<file path="src/rtl/cpu_pkg.sv">
// Shared definitions for the 16-bit CPU pipeline: ALU opcodes, the
// architectural flag bundle, and helpers that classify opcodes for flag
// update and saturation.
package cpu_pkg;

    localparam int CTRL_W = 5;

    localparam logic [CTRL_W-1:0] ALU_ADD  = 5'h00;
    localparam logic [CTRL_W-1:0] ALU_SUB  = 5'h01;
    localparam logic [CTRL_W-1:0] ALU_AND  = 5'h02;
    localparam logic [CTRL_W-1:0] ALU_OR   = 5'h03;
    localparam logic [CTRL_W-1:0] ALU_XOR  = 5'h04;
    localparam logic [CTRL_W-1:0] ALU_SLL  = 5'h05;
    localparam logic [CTRL_W-1:0] ALU_SRA  = 5'h06;
    localparam logic [CTRL_W-1:0] ALU_IMML = 5'h08;
    localparam logic [CTRL_W-1:0] ALU_IMMH = 5'h09;
    localparam logic [CTRL_W-1:0] ALU_LDA  = 5'h0A;
    localparam logic [CTRL_W-1:0] ALU_STA  = 5'h0B;

    typedef struct packed {
        logic z;
        logic v;
        logic n;
    } flags_t;

    // Add/sub class: the only opcodes whose overflow is meaningful
    function automatic logic is_addsub(input logic [CTRL_W-1:0] ctrl);
        return (ctrl == ALU_ADD) || (ctrl == ALU_SUB);
    endfunction

    // Logic/shift class: updates Z and N but leaves V alone
    function automatic logic sets_zn(input logic [CTRL_W-1:0] ctrl);
        return (ctrl >= ALU_AND) && (ctrl <= ALU_SRA);
    endfunction

endpackage

</file>
<file path="src/rtl/flag_unit.sv">
// Architectural Z/V/N flag register. Decides which flags a captured
// instruction may touch, based on its opcode class.
module flag_unit
    import cpu_pkg::*;
#(
    parameter int DATA_W = 16
) (
    input  logic              clk,
    input  logic              rst,
    input  logic              en,
    input  logic [CTRL_W-1:0] ctrl,
    input  logic [DATA_W-1:0] res,
    input  logic              ovfl,
    output flags_t            flags
);

    flags_t flags_next;

    // Select the new flag values from the opcode class; default is hold
    always_comb begin
        flags_next = flags;
        if (en) begin
            if (is_addsub(ctrl)) begin
                flags_next.z = (res == '0);
                flags_next.n = res[DATA_W-1];
                flags_next.v = ovfl;
            end else if (sets_zn(ctrl)) begin
                flags_next.z = (res == '0);
                flags_next.n = res[DATA_W-1];
            end
        end
    end

    // Flag register with synchronous clear
    always_ff @(posedge clk) begin
        if (rst) begin
            flags <= '0;
        end else begin
            flags <= flags_next;
        end
    end

endmodule

</file>
<file path="src/rtl/ex_mem_reg.sv">
// EX->MEM pipeline register. Captures the ALU result and instruction
// side-band, optionally clamps add/sub results on overflow, and drives the
// flag unit. Edge priority is reset, then flush, then stall, then load.
module ex_mem_reg
    import cpu_pkg::*;
#(
    parameter int DATA_W     = 16,
    parameter int REG_ADDR_W = 4,
    parameter bit SATURATE   = 1'b1
) (
    input  logic                  clk,
    input  logic                  rst,
    input  logic                  stall,
    input  logic                  flush,
    input  logic                  ex_valid,
    input  logic [DATA_W-1:0]     ex_alu_out,
    input  logic                  ex_ovfl,
    input  logic [CTRL_W-1:0]     ex_ctrl,
    input  logic [REG_ADDR_W-1:0] ex_rd,
    input  logic                  ex_wr_en,
    input  logic                  ex_mem_rd,
    input  logic                  ex_mem_wr,
    input  logic [DATA_W-1:0]     ex_store_data,
    output logic                  mem_valid,
    output logic [DATA_W-1:0]     mem_alu_out,
    output logic [REG_ADDR_W-1:0] mem_rd,
    output logic                  mem_wr_en,
    output logic                  mem_mem_rd,
    output logic                  mem_mem_wr,
    output logic [DATA_W-1:0]     mem_store_data,
    output logic                  flag_z,
    output logic                  flag_v,
    output logic                  flag_n
);

    localparam logic [DATA_W-1:0] SAT_MAX = {1'b0, {(DATA_W-1){1'b1}}};
    localparam logic [DATA_W-1:0] SAT_MIN = {1'b1, {(DATA_W-1){1'b0}}};

    logic [DATA_W-1:0] res_next;
    logic              flag_en;
    flags_t            flags;

    // Clamp overflowing add/sub results; a wrapped negative result means the
    // true value overflowed positive, and vice versa
    always_comb begin
        res_next = ex_alu_out;
        if (SATURATE && ex_valid && is_addsub(ex_ctrl) && ex_ovfl) begin
            res_next = ex_alu_out[DATA_W-1] ? SAT_MAX : SAT_MIN;
        end
    end

    assign flag_en = !stall && !flush && ex_valid;

    // Pipeline register: flush inserts an all-zero bubble, stall holds
    always_ff @(posedge clk) begin
        if (rst || flush) begin
            mem_valid      <= 1'b0;
            mem_alu_out    <= '0;
            mem_rd         <= '0;
            mem_wr_en      <= 1'b0;
            mem_mem_rd     <= 1'b0;
            mem_mem_wr     <= 1'b0;
            mem_store_data <= '0;
        end else if (!stall) begin
            mem_valid      <= ex_valid;
            mem_alu_out    <= res_next;
            mem_rd         <= ex_rd;
            mem_wr_en      <= ex_wr_en  && ex_valid;
            mem_mem_rd     <= ex_mem_rd && ex_valid;
            mem_mem_wr     <= ex_mem_wr && ex_valid;
            mem_store_data <= ex_store_data;
        end
    end

    flag_unit #(
        .DATA_W (DATA_W)
    ) u_flag_unit (
        .clk   (clk),
        .rst   (rst),
        .en    (flag_en),
        .ctrl  (ex_ctrl),
        .res   (res_next),
        .ovfl  (ex_ovfl),
        .flags (flags)
    );

    assign flag_z = flags.z;
    assign flag_v = flags.v;
    assign flag_n = flags.n;

endmodule
</file>
<file path="config.mk">
export PLATFORM = sky130hd
export DESIGN_NAME = ex_mem_reg
export DESIGN_NICKNAME = d
export VERILOG_FILES = /design/src/rtl/cpu_pkg.sv /design/src/rtl/flag_unit.sv /design/src/rtl/ex_mem_reg.sv
export SDC_FILE = /design/constraint.sdc
export NUM_CORES = 1
export LEC_CHECK = 0
export ABC_AREA = 1
export CAP_MARGIN = 20
export CORE_UTILIZATION = 35
export DETAILED_ROUTE_END_ITERATION = 10
export PLACE_DENSITY_LB_ADDON = 0.15
export SYNTH_ARGS = -nofsm -noshare
export SYNTH_HDL_FRONTEND = slang
export SYNTH_SLANG_ARGS = --single-unit
</file>
<file path="constraint.sdc">
create_clock -name clk -period 1.1 [get_ports clk]
set_clock_uncertainty 0.15 [all_clocks]
set_input_delay 0.11 -clock clk [delete_from_list [all_inputs] [get_ports clk]]
set_output_delay 0.11 -clock clk [all_outputs]
set_load 0.02 [all_outputs]
</file>
==> metrics.cfg <==
[timing]
hold_viol = 0
final_max_slew_viol_count = 0
slew_headroom_pct = 82.7
hold-worst-slack_ns = 0.0864
fin_ws_ns = 0.00472
setup_viol = 0
rsz0062_at_grt = yes
fmax_ghz = 0.913
finalCritPeriodShare_pct = 99.6
worstMarginPinSlew_ns = 0.259
period_needed_ns = 1.10

[clock_tree]
numCtsBuffers = 5
cts_root_buf = clkbuf_8
clkLatencyLatePin_ns = 0.28
cts.sink_count = 43
cts_max_path_buffers = 2
htreeDepth = 2
cts_tree = yes
clk_pin_slew_ns = 0.08

[floorplan]
dieWidth_um = 72.9
ios = 93
start_util_pct = 36.7
die_h_um = 72.9
core_sq_um = 4790
core.rowCount = 25
dieArea_sq_um = 5310

[yosys]
syn_nets = 285
syn_avg_cell_area_sq_um = 7.48
yosysUniqueCellTypes = 21
netlist_top_cells_area = dfxtp_1 (49%), nand2_1 (15%), a21oi_1 (7.1%), o211ai_1 (6.4%), nand3_1 (5.4%)
netlist.top_cell.by_area = dfxtp_1
yosys_warnings = 0
synth_cells = 235
synth_area_sq_um = 1760
ys_seq_area_share_pct = 49.0
synth-seq-cells = 43
synth_top_area_share_pct = 49.0

[worst_setup_path]
worstSetupPathType = in2reg
critPathMostFrequentCell = nor2_4
crit_path_start_kind = input port
critPathCaptureType = register
crit_required_ns = 1.18
cp.depth = 9
crit_family = simple AND/OR/NAND/NOR gates
cp_max_fo = 3
cp.arrival_ns = 1.17
cp_cell_sequence = buf_2, nor2_4, buf_6, nand3_4, nor2_4, nand3_4, nor2_4, nand3_2, a21oi_2
cpMaxStageDelayCell = nor2_4
cpPeakStageDelay_ns = 0.15
rr_worst_depth = 3
path_buf_inv = 2

[finish]
drive_gt1_share_pct = 35.4
finalNonFillerCells = 420
area_delta_synth_final_pct = 75.1
final_cell_mix = nand2_1 (58), dfxtp_1 (43), buf_2 (40), clkdlybuf4s50_1 (35), buf_4 (26)
fin_util_pct = 64.3
nets = 402
diodes = 0
final_common_cell = nand2_1

[route]
dr.pass1.iters = 4
avgRoutedWirePerCell_um = 12.3
highest_layer = met4
wl_met1_mm = 2.37
drc = 0
vias = 1898
drt-total-wl_mm = 5.17
antenna_left = 0
drt_iter0_markers = 79
routed-wl-met2_mm = 2.36
wl_met3_um = 375
viasPerCell = 4.52

[worst_hold_path]
min_path_cells = 5
hold_class = in2reg

[power]
ir_worst_vdd_uv = 917
power.density_nw_per_um2 = 1050
p_seq_share_pct = 50.5
pwr-share-comb_pct = 19.7
switchingPower_uw = 854
intPower_uw = 2380
pwr-share-clk_pct = 29.8
power_uw = 3230
swShare_pct = 26.4
p_leak_uw = 0.00151

[placed_design]
gp_congestion = 0.805
numPortBuffers = 92
dp.cells = 403
hpwl_mm = 3.36
preCtsSetupSlack_ns = -0.653

[global_routing]
gr-total-overflow = 0
antenna_found_initial = 0
grt_pass1_vias = 1809
grt_usage_pct = 20.2
grt_pass1_wl_mm = 8.20
grt_max_degree = 36

[run_status]
outcome = finished clean

[flow_run]
maxCapViolations = 0

==> stage by stage <==
step,instance area [sq um],TNS [ns]
final,3080,0
after detailed placement,2920,-21.78
after global placement,2920,-20.85
after global routing,3080,-0.0844
after floorplan,1770,-0.0224
after CTS,2980,-0.0378
==> final cells by class <==
cell class,instances,area [sq um]
repair buffers,124,1060
clock inverters,2,12.5
multi-input cells,156,910
well taps,67,83.8
clock buffers,6,72.6
inverters,22,82.6
fillers,453,1710
flip-flops and latches,43,861
==> cells in the mapped netlist, drive strengths merged <==
library cell / number
nor2: 15
nand3: 20
mux2i: 1
nor3b: 1
clkbuf: 10
dfxtp: 43
o211ai: 15
nand4: 2
a21oi: 25
nor3: 1
buf: 4
nand2: 68
clkinv: 1
o21ai: 8
inv: 21
==> cell families after synthesis <==
| kind of cell | count (synthesis) | share of synthesized area [%] |
|---|---|---|
| AOI/OAI and AO/OA | 48 | 15.8 |
| buffers and inverters | 36 | 8.33 |
| DFF | 43 | 49.0 |
| muxes | 1 | 0.569 |
| and+or+nand+nor | 107 | 26.3 |
==> routing by layer <==
layer,vias up,global-route usage (%)
li1,995,-
met1,832,27.0
met2,65,31.6
met3,6,5.94
met4,0,5.88
met5,-,0
==> final timing paths <==
check	start	to	slack, ns
min	ex_alu_out[10]	mem_alu_out[10]	0.09
max reg2reg	mem_alu_out[2]	mem_alu_out[2]	0.20
min reg2reg	mem_store_data[8]	mem_store_data[8]	0.31
max	ex_ctrl[3]	u_flag_unit.flags[2]	0.005
==> timing repair <==
| item | in CTS | in global routing |
|---|---|---|
| endpoints found under the setup margin | 84 | 35 |
| hold buffers | 1 | 0 |
| gates cloned | 3 | 0 |
| hold endpoints to repair | 1 | 0 |
| pin swaps | 23 | 13 |
| gates resized for setup | 224 | 45 |
| setup buffers | 9 | 1 |
==> registers in the layout (all words and copies together) (netlist names) <==
register / flops
mem_wr_en: 1
mem_mem_wr: 1
u_flag_unit.flags: 3
mem_rd: 4
mem_alu_out: 16
mem_store_data: 16
mem_mem_rd: 1
mem_valid: 1
==> power groups by stage <==
stage,clock [uW],sequential (uW),combinational [uW]
6_report,962,1630,638
3_3_place_gp,0,1670,630
3_5_place_dp,0,1670,628
5_1_grt,1070,1640,694
4_1_cts,1010,1630,606
2_1_floorplan,0,1730,181
==> worst reg2reg max path, cell delays in order, from the launching register on <==
cell and delay, ns:
dfxtp_1 0.32, buf_4 0.13, o211ai_1 0.15, inv_1 0.05
No activity file was read; power rests on OpenSTA's default activity.
